<file path="src/rtl/lcd_hd44780_responder_pkg.sv">
// rtl/lcd_hd44780_responder_pkg.sv - shared opcodes, constants and helpers for the HD44780 responder
package lcd_hd44780_responder_pkg;

  localparam logic [7:0] OP_CLEAR   = 8'h01;
  localparam logic [7:0] OP_HOME    = 8'h02;
  localparam logic [7:0] OP_ENTRY   = 8'h04;
  localparam logic [7:0] OP_DISPCTL = 8'h08;
  localparam logic [7:0] OP_SHIFT   = 8'h10;
  localparam logic [7:0] OP_FUNC    = 8'h20;
  localparam logic [7:0] OP_CGRAM   = 8'h40;
  localparam logic [7:0] OP_DDRAM   = 8'h80;

  localparam logic [7:0] CHAR_SPACE  = 8'h20;
  localparam int         DDRAM_DEPTH = 32;
  localparam logic [7:0] ROW1_BASE   = 8'h40;

  typedef enum logic [1:0] {
    ST_IDLE  = 2'd0,
    ST_CLEAR = 2'd1,
    ST_BUSY  = 2'd2
  } state_e;

  typedef enum logic [3:0] {
    I_NOP, I_CLEAR, I_HOME, I_ENTRY, I_DISPCTL, I_SHIFT, I_FUNC, I_CGRAM, I_DDRAM
  } instr_e;

  // The instruction class is the highest set bit of the byte.
  function automatic instr_e classify(input logic [7:0] d);
    instr_e r;
    if      ((d & OP_DDRAM)   != 8'h00) r = I_DDRAM;
    else if ((d & OP_CGRAM)   != 8'h00) r = I_CGRAM;
    else if ((d & OP_FUNC)    != 8'h00) r = I_FUNC;
    else if ((d & OP_SHIFT)   != 8'h00) r = I_SHIFT;
    else if ((d & OP_DISPCTL) != 8'h00) r = I_DISPCTL;
    else if ((d & OP_ENTRY)   != 8'h00) r = I_ENTRY;
    else if ((d & OP_HOME)    != 8'h00) r = I_HOME;
    else if ((d & OP_CLEAR)   != 8'h00) r = I_CLEAR;
    else                                r = I_NOP;
    return r;
  endfunction

  // 5-bit arithmetic gives the 31<->0 wrap for free.
  function automatic logic [4:0] cursor_step(input logic [4:0] cur, input logic inc);
    return inc ? cur + 5'd1 : cur - 5'd1;
  endfunction

endpackage

</file>
<file path="src/rtl/lcd_hd44780_responder_sync.sv">
// rtl/lcd_hd44780_responder_sync.sv - 2-FF synchronizers and registered E falling-edge strobe
module lcd_bus_sync
  import lcd_hd44780_responder_pkg::*;
(
  input  logic       clk_i,
  input  logic       rst_i,
  input  logic       e_i,
  input  logic       rs_i,
  input  logic       rw_i,
  input  logic [7:0] d_i,
  output logic       strobe_o,
  output logic       rs_o,
  output logic       rw_o,
  output logic [7:0] d_o
);

  logic       e_s1_q, e_s2_q, e_s3_q;
  logic       rs_s1_q, rs_s2_q, rw_s1_q, rw_s2_q;
  logic [7:0] d_s1_q, d_s2_q;
  logic       strobe_q, rs_q, rw_q;
  logic [7:0] d_q;

  // Bus fields are delayed alongside the strobe so the consumer sees them in the same cycle.
  always_ff @(posedge clk_i or posedge rst_i) begin
    if (rst_i) begin
      e_s1_q   <= 1'b0;
      e_s2_q   <= 1'b0;
      e_s3_q   <= 1'b0;
      rs_s1_q  <= 1'b0;
      rs_s2_q  <= 1'b0;
      rw_s1_q  <= 1'b0;
      rw_s2_q  <= 1'b0;
      d_s1_q   <= 8'h00;
      d_s2_q   <= 8'h00;
      strobe_q <= 1'b0;
      rs_q     <= 1'b0;
      rw_q     <= 1'b0;
      d_q      <= 8'h00;
    end else begin
      e_s1_q   <= e_i;
      e_s2_q   <= e_s1_q;
      e_s3_q   <= e_s2_q;
      rs_s1_q  <= rs_i;
      rs_s2_q  <= rs_s1_q;
      rw_s1_q  <= rw_i;
      rw_s2_q  <= rw_s1_q;
      d_s1_q   <= d_i;
      d_s2_q   <= d_s1_q;
      strobe_q <= e_s3_q & ~e_s2_q;
      rs_q     <= rs_s2_q;
      rw_q     <= rw_s2_q;
      d_q      <= d_s2_q;
    end
  end

  assign strobe_o = strobe_q;
  assign rs_o     = rs_q;
  assign rw_o     = rw_q;
  assign d_o      = d_q;

endmodule

</file>
<file path="src/rtl/lcd_hd44780_responder.sv">
// rtl/lcd_hd44780_responder.sv - HD44780 write-side responder with DDRAM shadow and busy model
module lcd_hd44780_responder
  import lcd_hd44780_responder_pkg::*;
#(
  parameter int   CLK_HZ        = 40000000,
  parameter logic SIM_SPEEDUP   = 1'b0,
  parameter int   BUSY_SHORT_US = 40,
  parameter int   BUSY_LONG_US  = 1640
) (
  input  logic       clk_40MHz,
  input  logic       reset,
  input  logic       lcd_rs,
  input  logic       lcd_e,
  input  logic       lcd_rw,
  input  logic [7:0] lcd_d,
  input  logic [4:0] rd_addr,
  output logic [7:0] rd_data,
  output logic [4:0] cursor_addr,
  output logic       display_on,
  output logic       busy,
  output logic       cmd_valid,
  output logic [7:0] cmd_code,
  output logic       data_valid,
  output logic       err_busy,
  output logic       err_addr
);

  localparam int CYC_PER_US = CLK_HZ / 1000000;
  localparam int SHORT_RAW  = CYC_PER_US * BUSY_SHORT_US;
  localparam int LONG_RAW   = CYC_PER_US * BUSY_LONG_US;
  localparam int SHORT_N    = SIM_SPEEDUP ? SHORT_RAW / 100 : SHORT_RAW;
  localparam int LONG_N     = SIM_SPEEDUP ? LONG_RAW / 100 : LONG_RAW;
  localparam logic [16:0] SHORT_CNT = SHORT_N[16:0];
  localparam logic [16:0] LONG_CNT  = LONG_N[16:0];

  logic       strobe, s_rs, s_rw;
  logic [7:0] s_d;
  instr_e     instr;

  lcd_bus_sync u_sync (
    .clk_i    (clk_40MHz),
    .rst_i    (reset),
    .e_i      (lcd_e),
    .rs_i     (lcd_rs),
    .rw_i     (lcd_rw),
    .d_i      (lcd_d),
    .strobe_o (strobe),
    .rs_o     (s_rs),
    .rw_o     (s_rw),
    .d_o      (s_d)
  );

  always_comb begin
    instr = classify(s_d);
  end

  state_e      state_q;
  logic [7:0]  ddram_q [DDRAM_DEPTH];
  logic [4:0]  cursor_q, clr_idx_q;
  logic        id_q, disp_q, busy_q;
  logic [16:0] cnt_q;
  logic [7:0]  rd_data_q, cmd_code_q;
  logic        cmd_valid_q, data_valid_q, err_busy_q, err_addr_q;

  always_ff @(posedge clk_40MHz or posedge reset) begin
    if (reset) begin
      state_q      <= ST_IDLE;
      for (int i = 0; i < DDRAM_DEPTH; i++) ddram_q[i] <= CHAR_SPACE;
      cursor_q     <= 5'd0;
      clr_idx_q    <= 5'd0;
      id_q         <= 1'b1;
      disp_q       <= 1'b0;
      busy_q       <= 1'b0;
      cnt_q        <= 17'd0;
      rd_data_q    <= 8'h00;
      cmd_code_q   <= 8'h00;
      cmd_valid_q  <= 1'b0;
      data_valid_q <= 1'b0;
      err_busy_q   <= 1'b0;
      err_addr_q   <= 1'b0;
    end else begin
      cmd_valid_q  <= 1'b0;
      data_valid_q <= 1'b0;
      err_busy_q   <= 1'b0;
      err_addr_q   <= 1'b0;
      rd_data_q    <= ddram_q[rd_addr];

      case (state_q)
        ST_IDLE: begin
          if (strobe && !s_rw) begin
            busy_q  <= 1'b1;
            cnt_q   <= SHORT_CNT;
            state_q <= ST_BUSY;
            if (s_rs) begin
              ddram_q[cursor_q] <= s_d;
              data_valid_q      <= 1'b1;
              cursor_q          <= cursor_step(cursor_q, id_q);
            end else begin
              cmd_valid_q <= 1'b1;
              cmd_code_q  <= s_d;
              case (instr)
                I_DDRAM: begin
                  if (s_d[6:4] == 3'b000)
                    cursor_q <= {1'b0, s_d[3:0]};
                  else if (s_d[6:4] == ROW1_BASE[6:4])
                    cursor_q <= {1'b1, s_d[3:0]};
                  else
                    err_addr_q <= 1'b1;
                end
                I_SHIFT: begin
                  if (!s_d[3]) cursor_q <= cursor_step(cursor_q, s_d[2]);
                end
                I_DISPCTL: disp_q <= s_d[2];
                I_ENTRY:   id_q   <= s_d[1];
                I_HOME: begin
                  cursor_q <= 5'd0;
                  cnt_q    <= LONG_CNT;
                end
                I_CLEAR: begin
                  cursor_q  <= 5'd0;
                  id_q      <= 1'b1;
                  clr_idx_q <= 5'd0;
                  cnt_q     <= LONG_CNT;
                  state_q   <= ST_CLEAR;
                end
                default: ;
              endcase
            end
          end
        end

        // The long count keeps running through the sweep, so BUSY only absorbs the remainder.
        ST_CLEAR: begin
          if (strobe) err_busy_q <= 1'b1;
          ddram_q[clr_idx_q] <= CHAR_SPACE;
          clr_idx_q          <= clr_idx_q + 5'd1;
          cnt_q              <= cnt_q - 17'd1;
          if (clr_idx_q == 5'(DDRAM_DEPTH - 1)) state_q <= ST_BUSY;
        end

        ST_BUSY: begin
          if (strobe) err_busy_q <= 1'b1;
          if (cnt_q <= 17'd1) begin
            cnt_q   <= 17'd0;
            busy_q  <= 1'b0;
            state_q <= ST_IDLE;
          end else begin
            cnt_q <= cnt_q - 17'd1;
          end
        end

        default: state_q <= ST_IDLE;
      endcase
    end
  end

  assign rd_data     = rd_data_q;
  assign cursor_addr = cursor_q;
  assign display_on  = disp_q;
  assign busy        = busy_q;
  assign cmd_valid   = cmd_valid_q;
  assign cmd_code    = cmd_code_q;
  assign data_valid  = data_valid_q;
  assign err_busy    = err_busy_q;
  assign err_addr    = err_addr_q;

endmodule

</file>
<file path="config.mk">
export PLATFORM = sky130hd
export DESIGN_NAME = lcd_hd44780_responder
export DESIGN_NICKNAME = d
export VERILOG_FILES = /design/src/rtl/lcd_hd44780_responder_pkg.sv /design/src/rtl/lcd_hd44780_responder_sync.sv /design/src/rtl/lcd_hd44780_responder.sv
export SDC_FILE = /design/constraint.sdc
export NUM_CORES = 1
export LEC_CHECK = 0
export BUFFER_PORTS_ARGS = -buffer_cell sky130_fd_sc_hd__buf_2
export CAP_MARGIN = 20
export CELL_PAD_IN_SITES_DETAIL_PLACEMENT = 0
export CELL_PAD_IN_SITES_GLOBAL_PLACEMENT = 1
export CORE_ASPECT_RATIO = 0.75
export CORE_UTILIZATION = 53
export CTS_BUF_LIST = sky130_fd_sc_hd__clkbuf_4
export DETAILED_ROUTE_END_ITERATION = 16
export PLACE_DENSITY = 0.86
export SLEW_MARGIN = 10
export SYNTH_ARGS = -nofsm -noshare
export SYNTH_HDL_FRONTEND = slang
export SYNTH_SLANG_ARGS = --single-unit
</file>
<file path="constraint.sdc">
create_clock -name clk_40MHz -period 11.3 [get_ports clk_40MHz]
set_input_delay 0.565 -clock clk_40MHz [delete_from_list [all_inputs] [get_ports clk_40MHz]]
set_output_delay 0.565 -clock clk_40MHz [all_outputs]
set_load 0.02 [all_outputs]
</file>
After elaboration in Yosys (flattened, before gate mapping) --
Index checks and enable logic that the tools add are counted. W data, S select, Z words.
Storage, ports and cells: word-level logic and storage cells 176, output and inout port bits 27, register bits 342, input port bits 18
Cells by class: eq/ne operators 18, reduce and logical (&&, ||, !) cells 22, order comparisons 6, bitwise logic cells 9, add/subtract/negate cells 4, muxes and demuxes 59
Operators by type and width (count):
- $mux W256 | 2
- $pmux W256 S2 | 1
- $bwmux W256 | 1
- $and A224 B224 Y224 | 1
- $not A224 Y224 | 1
- $demux W8 S5 | 2
- $mux W17 | 4
- $pmux W17 S3 | 1
- $mux W5 | 9
- $bmux W8 S5 | 1
- $mux W8 | 4
- $or A32 B32 Y32 | 1
- $ge A6 B6 Y1 const B | 3
- $not A5 Y6 | 3
- $le A17 B1 Y1 const B | 1
- $mux W1 | 17
- $sub A17 B1 Y17 const B | 1
- $mux W4 | 4
- $pmux W5 S3 | 1
- $mux W2 | 7
- $lt A6 B1 Y1 const B | 2
- $reduce_and A3 Y1 | 4
- $reduce_and A4 Y1 | 3
- $add A5 B1 Y5 const B | 2
- 29 further kinds | 42

Logic depth before layout (Yosys ltp) --
Gate-level depths: netlist of the first run.
depth in word-level cells 14, depth in mapped cells 9, depth with buffers taken out 7

Modules after synthesis --
From an unflattened synthesis of the first run, not the netlist that was laid out.
Second synthesis, totals: cells, all modules 1222, area total of the unflattened synthesis 15486.1 um^2
Modules (own cells, without submodules):
- lcd_hd44780_responder | area an instance 14617.8 um^2, sequential area each 7748.7 um^2, cells an instance 1186, instances 1
- lcd_bus_sync | area an instance 868.3 um^2, sequential area each 850.8 um^2, cells an instance 36, instances 1

Worst setup path before layout of the first run --
Ideal clock, no wire load.
kind input port to flip-flop, from input port rd_addr[0], to register rd_data_q[6], in the netlist rd_data[6], setup slack 9.297 ns, setup time 0.142 ns, arrival time 1.861 ns, buffers on the path 3, stages 6, data required time 11.158 ns, cells stage by stage buf_4 > buf_6 > buf_4 > mux4_2 > mux2i_1 > a221oi_1
On the way: cells in the longest elaborated chain, start to end 4
RTL lines:
- start: declaration | RTL line lcd_hd44780_responder.sv:16 | input logic [4:0] rd_addr,
- $not A5 Y6 (implied by the code) | RTL line lcd_hd44780_responder.sv:86 | rd_data_q <= ddram_q[rd_addr];
- $bmux W8 S5 | RTL line lcd_hd44780_responder.sv:86
- $mux W8 (implied by the code) (2 in a row) | RTL line lcd_hd44780_responder.sv:86
- end signal: assignment | RTL line lcd_hd44780_responder.sv:86
- end: declaration | RTL line lcd_hd44780_responder.sv:62 | logic [7:0] rd_data_q, cmd_code_q;
Every way passes these cells. The select of a mux whose other input is x is not followed. A chain may end at the register's enable or synchronous reset.

Worst setup path in the final report of the first run --
from register state_q[1], to register ddram_q[114] (netlist bit)
On the way: cells in the longest elaborated chain, start to end 3, elaborated cells between the ends (all ways) 7, classes of those cells eq/ne (3); mux (1); reduce/logical (3)
RTL lines:
- start: declaration | RTL line lcd_hd44780_responder.sv:57 | state_e state_q;
- start signal: assignment | RTL line lcd_hd44780_responder.sv:67 | state_q <= ST_IDLE;
- start signal: assignment | RTL line lcd_hd44780_responder.sv:93 | state_q <= ST_BUSY;
- start signal: assignment | RTL line lcd_hd44780_responder.sv:124 | state_q <= ST_CLEAR;
- $logic_not A2 Y1 / $eq A2 B1 Y1 (equally long branches) | RTL line lcd_hd44780_responder.sv:88 | case (state_q)
- $ne A2 B1 Y1 (no line) (tied with other cells)
- $reduce_and A3 Y1 (no line)
- end signal: indexed assignment | RTL line lcd_hd44780_responder.sv:95 | ddram_q[cursor_q] <= s_d;
- end signal: indexed assignment | RTL line lcd_hd44780_responder.sv:135 | ddram_q[clr_idx_q] <= CHAR_SPACE;
- end: declaration | RTL line lcd_hd44780_responder.sv:58 | logic [7:0] ddram_q [DDRAM_DEPTH];
Parallel ways exist; a longest one is shown, timed or not.

==> results of run 1 <==
-- area by class of cell --
type                            instances  area share [%]
Clock buffer                          133           5.776
Tap cell                              392           2.837
Antenna cell                            2         0.02895
Inverter                               22          0.5212
Sequential cell                       342           49.76
Multi-Input combinational cell        799           37.70
Timing Repair Buffer                   72           2.751
Clock inverter                         20          0.6297
-- how the worst min path moves through the flow --
| stage | cells after the start | from | endpoint |
|---|---|---|---|
| floorplan | 0 | u_sync.d_s2_q[0]$_DFF_PP0_ | u_sync.d_o[0]$_DFF_PP0_ |
| global placement | 0 | u_sync.d_s1_q[1]$_DFF_PP0_ | u_sync.d_s2_q[1]$_DFF_PP0_ |
| detailed placement | 0 | u_sync.d_s2_q[0]$_DFF_PP0_ | u_sync.d_o[0]$_DFF_PP0_ |
| CTS | 0 | u_sync.rw_s1_q$_DFF_PP0_ | u_sync.rw_s2_q$_DFF_PP0_ |
| global route | 0 | u_sync.e_s1_q$_DFF_PP0_ | u_sync.e_s2_q$_DFF_PP0_ |
| finish | 0 | u_sync.rw_s1_q$_DFF_PP0_ | u_sync.rw_s2_q$_DFF_PP0_ |
-- routing by layer --
| metal | wire length (um) | up-vias |
|---|---|---|
| li1 | - | 4998 |
| met1 | 19580 | 5883 |
| met2 | 18170 | 570 |
| met3 | 4226 | 73 |
| met4 | 826 | 0 |
| met5 | 0 | - |
-- cells by family after synthesis --
family	after synthesis
AOI/OAI and AO/OA	395
DFF	342
and+or+nand+nor	286
buffers and inverters	115
muxes	99
adders and majority gates	15
xor gates and xnor gates	4
-- sequential cells by signal, indices dropped and copies added, names as in the netlist, 2 cells and up --
register / flops
rd_data: 8
u_sync.d_o: 8
cnt_q: 17
u_sync.d_s1_q: 8
cursor_addr: 5
cmd_code: 8
ddram_q: 256
u_sync.d_s2_q: 8
clr_idx_q: 5
state_q: 2
-- synth_stat cells (4+ instances only) --
cell type  number
dfrtp_1       309
a22o_1        239
nand2_1        87
nor2_1         83
mux4_2         64
clkbuf_1       52
a21oi_1        49
nor3_1         40
o22ai_1        34
dfstp_2        33
mux2i_1        33
buf_2          24
inv_1          22
ha_1           15
o21ai_0        13
buf_1          11
nand3_1        10
nand3b_1        9
o21ai_1         9
a221oi_1        8
nor2_2          8
nand4_1         6
a21o_1          5
a31oi_1         5
nor4_1          5
a32o_1          4
and2_1          4
and3_1          4
buf_4           4
nand2b_1        4
nor2b_1         4
-- power by group through the flow --
| stage | combinational, uW | sequential [uW] | clock, uW |
|---|---|---|---|
| floorplan | 618 | 1580 | 0 |
| global placement | 818 | 1600 | 0 |
| detailed placement | 840 | 1600 | 0 |
| CTS | 845 | 1590 | 1100 |
| global route | 924 | 1610 | 1160 |
| finish | 854 | 1590 | 1070 |
-- per-stage QoR --
step	area [um^2]	setup slack, ns	total power (uW)
finish	17290	8.214	3518
global route	17290	8.121	3696
CTS	17280	8.289	3529
detailed placement	16050	8.197	2444
global placement	16050	8.179	2417
floorplan	15610	1.310	2201
-- worst max-delay path: stages (launching register included) --
cell,delay (ns)
dfrtp_1,0.40
inv_1,0.09
ha_1,0.35
nand4b_1,0.26
nor2_1,0.28
nand2_1,0.64
nor2_1,0.74
a22o_1,0.22
==> reports/results.tsv, run 1 <==
stage	metric	value	unit
finish	final_cell_mix	308 x dfrtp_1, 239 x a22o_1, 133 x clkbuf_4	
finish	final_common_cell	dfrtp_1	
placement	dp.cells	1615	
die	fp.dieW	200.1	um
routing	drc	0	
finish	register_area	8601	um^2
power_and_ir_drop	ir_worst_vdd	0.0001208	V
clock_network	clock_sinks	342	
global_route	use_met3	8.442	%
power_and_ir_drop	power_switching	1167	uW
logic_synthesis	yosysTopAreaCell	dfrtp_1	
logic_synthesis	synth_top_area_share	49.55	%
clock_network	tritoncts	yes	
logic_synthesis	synth_top_family_by_area	compound AO/OA/AOI/OAI gates	
die	core_area	28990	um^2
routing	via_count	11524	
logic_synthesis	synth_compound_area_share	20.04	%
setup_path	cp-startpoint	state_q[1]$_DFFE_PP0P_	
power_and_ir_drop	clkPwrFrac	30.5	%
finish	final_cells	1782	
logic_synthesis	async_flop_share	100.0	%
global_route	antenna_found_initial	1	
die	dieArea	30140	um^2
sta	tightest_slew	1.106	ns
global_route	met2_usage	41.28	%
setup_path	worstRegToRegCells	7	
die	die_y	150.6	um
power_and_ir_drop	sw_frac_of_total	33.17	%
power_and_ir_drop	pwr-share-seq	45.3	%
setup_path	cp-end-kind	register	
sta	rsz0062_at_grt	no	
global_route	grt_pass1_wl	67720	um
logic_synthesis	synthesis.area	15600	um^2
finish	layout.nets	1354	
global_route	met1_usage	44.49	%
sta	finClkSkew	0.05701	ns
die	start_util	53.84	%
finish	utilization	59.63	%
logic_synthesis	synthAdderAreaFrac	1.203	%
logic_synthesis	ys_ff_latch	342	
setup_path	crit_fanout	16	
sta	max_freq	324.0	MHz
logic_synthesis	synth.avg_cell_area	12.42	um^2
setup_path	crit_arrival	3.74	ns
routing	drtIter0Drc	1101	
sta	finalHoldViolCount	0	
placement	port_buffers	44	
clock_network	clock_path_buffers	3	
global_route	grt_max_degree	176	
clock_network	numCtsBuffers	84	
logic_synthesis	synth_edf_count	0	
clock_network	cts.htree.levels	3	
clock_network	root_buffer	clkbuf_4	
global_route	grt.busiest_layer	met1	
finish	fillCellCount	2311	
power_and_ir_drop	pwr-share-comb	24.3	%
run_status	outcome	finished, final reports clean	
setup_path	r2r_end	ddram_q[114]$_DFFE_PP0P_	
power_and_ir_drop	power_density	203.5	nW/um^2
global_route	grt_pass1_vias	11418	
finish	multi_input_area	6516	um^2
clock_network	cts_hold_buf	12	
setup_path	worstSetupPathType	reg -> reg	
placement	hpwl	26040	um
logic_synthesis	synth_xor_area_share	0.2245	%
die	pin_count	45	
die	core.rowCount	54	
routing	viasPerCell	6.467	
finish	area_delta_synth_final	10.77	%
setup_path	rrSetupSlack	8.21	ns
sta	period_share	27.31	%
job	cap_viol_max_count	0	
finish	drive_above_1_share	23.49	%
logic_synthesis	yosysWarningCount	0	
setup_path	r2r_start	state_q[1]$_DFFE_PP0P_	
sta	relSlewSlack	26.29	%
setup_path	cp-start-kind	register	
sta	finalSetupViolations	0	
clock_network	worstSkewPairLatency	0.77	ns
logic_synthesis	yosys.area_share.simple	8.780	%
sta	period_needed	3.086	ns
setup_path	cp.required	11.95	ns
global_route	overflow	0	
clock_network	path_clk_slew	0.08	ns
logic_synthesis	synthMuxAreaShare	11.50	%
logic_synthesis	synth.area.top_cells	dfrtp_1 50%, a22o_1 13%, mux4_2 9.2%	
sta	timing.hold.ws	0.3419	ns
clock_network	post_cts_resized	0	
routing	drt-wirelength-per-cell	24.02	um
sta	fin_tns_setup	0	ns
logic_synthesis	netlist_instances	1256	
power_and_ir_drop	p_int	2351	uW
clock_network	post-cts-setup-buffers	0	
power_and_ir_drop	leakage	0.007804	uW
routing	finalWirelength	42800	um
logic_synthesis	syn_nets	1289	
logic_synthesis	synth.yosys.seq_area_share	55.11	%
global_route	grt_use_total	29.54	%
logic_synthesis	netlist-cell-type-count	76	
sta	finalMaxSlewViolations	0	
routing	ant_nets	0	
placement	gp_congestion	0.8531	
logic_synthesis	ys.flop_type	dfrtp_1	
setup_path	critPathCapture	ddram_q[114]$_DFFE_PP0P_	
routing	drtPass1Iterations	5	
worst_hold_path	hold_class	reg -> reg	
(Power assumes the default switching activity.)
==> run 2, diff against run 1 <==
==> constraint.sdc (replaced) <==
create_clock -name clk_40MHz -period 3.2 [get_ports clk_40MHz]
set_input_delay 0.16 -clock clk_40MHz [delete_from_list [all_inputs] [get_ports clk_40MHz]]
set_output_delay 0.16 -clock clk_40MHz [all_outputs]
set_load 0.02 [all_outputs]
==> run 2 against run 1 <==
  * Combinational power increased to 3.5 times the previous value
  * Register-to-register slack got worse by 7.8 ns
  * Final cell count increased by 0.90%
  * Wire length decreased by 2.3%
  * Global-route usage decreased by 0.69 points
  * Utilization increased by 0.55 points
  * Worst hold slack got worse by 0.29 ns
  * Sequential power increased to 3.5 times the previous value
  * Sequential share of layout area decreased by 0.46 points
  * Worst setup slack got worse by 7.8 ns
  * Clock-buffer cell count decreased by 9
  * Critical path type unchanged
  * Highest routed layer unchanged
==> reports/results.tsv, run 2 (synthesis gave the netlist of run 1 again) <==
stage	metric	value	unit	change
clock_network	post_cts_resized	0		unchanged
routing	drc	0		unchanged
sta	finClkSkew	0.03549	ns	-0.02151 ns
setup_path	crit_path_max_incr_delay	0.81	ns	+0.07 ns
finish	utilization	60.19	%	+0.55 points
global_route	antenna_found_initial	1		unchanged
finish	top_regs	ddram_q (256), cnt_q (17)		
die	die_y	150.6	um	unchanged
placement	port_buffers	44		unchanged
sta	max_freq	365.5	MHz	+13%
placement	dp.cells	1638		+1.4%
clock_network	clock_path_buffers	3		unchanged
finish	top_register	ddram_q		
finish	register_area	8601	um^2	unchanged
power_and_ir_drop	power_density	694.2	nW/um^2	+240%
global_route	met2_usage	40.38	%	-0.90 points
clock_network	clock_sinks	342		unchanged
worst_hold_path	hold_class	in -> reg		
global_route	grt.busiest_layer	met1		
clock_network	numCtsBuffers	83		-1.2%
clock_network	root_buffer	clkbuf_4		
sta	timing.hold.ws	0.05664	ns	-0.2853 ns
die	start_util	53.84	%	unchanged
finish	multi_input_area	6516	um^2	unchanged
clock_network	tritoncts	yes		
routing	drtPass1Iterations	5		unchanged
sta	finalSetupViolations	0		unchanged
routing	drt-wirelength-per-cell	23.26	um	-3.1%
placement	hpwl	26590	um	+2.1%
placement	gp_congestion	0.8108		-5.0%
power_and_ir_drop	p_total	12110	uW	+240%
finish	largest_reg_flops	256		unchanged
sta	finalHoldViolCount	0		unchanged
global_route	grt_max_degree	105		-40%
global_route	grt_pass1_vias	11584		+1.5%
clock_network	worstSkewPairLatency	0.73	ns	-0.04 ns
die	fp.dieW	200.1	um	unchanged
setup_path	crit_chain	inv_1 > ha_1 > o21ai_0 > a21oi_1 > nand2_2 > o31ai_1		
finish	fillCellCount	2304		-0.30%
routing	finalWirelength	41830	um	-2.3%
global_route	grt_pass1_wl	67190	um	-0.78%
finish	layout.nets	1377		+1.7%
die	core_area	28990	um^2	unchanged
finish	final_cell_mix	308 x dfrtp_1, 239 x a22o_1, 124 x clkbuf_4		
setup_path	worstSetupPathType	reg -> reg		
run_status	outcome	finished, final reports clean		
global_route	met1_usage	43.64	%	-0.85 points
finish	final_cells	1798		+0.90%
finish	drive_above_1_share	23.91	%	+0.43 points
clock_network	cts.htree.levels	3		unchanged
sta	relSlewSlack	35.14	%	+8.8 points
setup_path	cp-start-kind	register		
setup_path	crit_arrival	3.35	ns	-0.39 ns
global_route	grt_use_total	28.85	%	-0.69 points
sta	finalMaxSlewViolations	0		unchanged
routing	drtIter0Drc	1162		+5.5%
placement	placed_area	16300	um^2	+1.5%
finish	final_area	17450	um^2	+0.93%
finish	area_delta_synth_final	11.79	%	
routing	via_count	11555		+0.27%
die	pin_count	45		unchanged
sta	period_needed	2.736	ns	-0.3500 ns
clock_network	post-cts-setup-buffers	0		unchanged
die	dieArea	30140	um^2	unchanged
routing	viasPerCell	6.427		-0.62%
setup_path	cp-end-kind	register		
sta	tightest_slew	0.9730	ns	-0.1327 ns
job	cap_viol_max_count	0		unchanged
setup_path	crit_slowest_cell	a21oi_1		
routing	ant_nets	0		unchanged
sta	period_share	85.51	%	+58 points
power_and_ir_drop	leakage	0.007888	uW	+1.1%
setup_path	cp.required	3.82	ns	-8.13 ns
die	core.rowCount	54		unchanged
global_route	use_met3	7.749	%	-0.69 points
setup_path	crit_fanout	20		+4
sta	rsz0062_at_grt	no		
power_and_ir_drop	ir_worst_vdd	0.0004059	V	+240%
clock_network	path_clk_slew	0.07	ns	about the same
global_route	overflow	0		unchanged
finish	final_common_cell	dfrtp_1		
-- run 2: changes by cell type in the layout (fill, tap and decap cells not counted), moves of 6 or more --
cell	previous run	this run
buf_4	16	33
clkbuf_4	133	124
buf_12	1	7
clkinv_1	13	19
-- run 2: report_power, final --
part           switching, uW  internal (uW)  total [uW]  leakage (uW)
Combinational           1690           1280        2970       0.00276
Sequential               530           5080        5610       0.00451
Clock                   1770           1770        3540      0.000612
Total                   3990           8120       12100       0.00789
-- run 2: final timing paths --
check	startpoint	endpoint	slack [ns]	cells after the start
worst max-delay path	state_q[1]$_DFFE_PP0P_	cnt_q[15]$_DFFE_PP0P_	0.46	6
worst max register to register	state_q[1]$_DFFE_PP0P_	cnt_q[15]$_DFFE_PP0P_	0.46	6
min in group asynchronous	reset	ddram_q[243]$_DFFE_PP0P_	0.09	3
worst min register to register	u_sync.d_s1_q[2]$_DFF_PP0_	u_sync.d_s2_q[2]$_DFF_PP0_	0.34	0
worst min-delay path	rd_addr[3]	rd_data[4]$_DFF_PP0_	0.06	3
max in group asynchronous	reset	ddram_q[196]$_DFFE_PP0P_	2.10	4
-- run 2: area by class of cell --
class / instances / area share [%]
antenna: 1 / 0.01434
clock inverter: 22 / 0.4877
multi-input combinational: 799 / 37.35
sequential: 342 / 49.30
clock buffer: 124 / 5.336
tap: 392 / 2.811
inverter: 22 / 0.4949
timing repair buffer: 96 / 4.203
-- run 2: stage by stage --
stage          TNS (ns)  setup slack, ns
5_1_grt               0           0.3116
2_1_floorplan   -474.83           -1.508
3_5_place_dp          0           0.5462
6_report              0           0.4638
3_3_place_gp          0           0.5979
4_1_cts               0           0.5323
-- run 2: metal layers --
metal | up-vias | routed length [um]
met5 | - | 0
met1 | 5923 | 19270
li1 | 5030 | -
met3 | 58 | 3936
met4 | 0 | 621
met2 | 544 | 18000
-- run 2: worst max-delay path, delay by kind of cell (launching register included) --
family | cells | cell delay, ns
DFF | 1 | 0.39
AOI/OAI and AO/OA | 3 | 1.37
adders and majority gates | 1 | 0.59
and+or+nand+nor | 1 | 0.21
buffers and inverters | 1 | 0.09
-- run 2: what timing repair did --
item,in CTS,in global routing
hold endpoints to repair,54,0
hold buffers,13,0
endpoints found under the setup margin,0,0
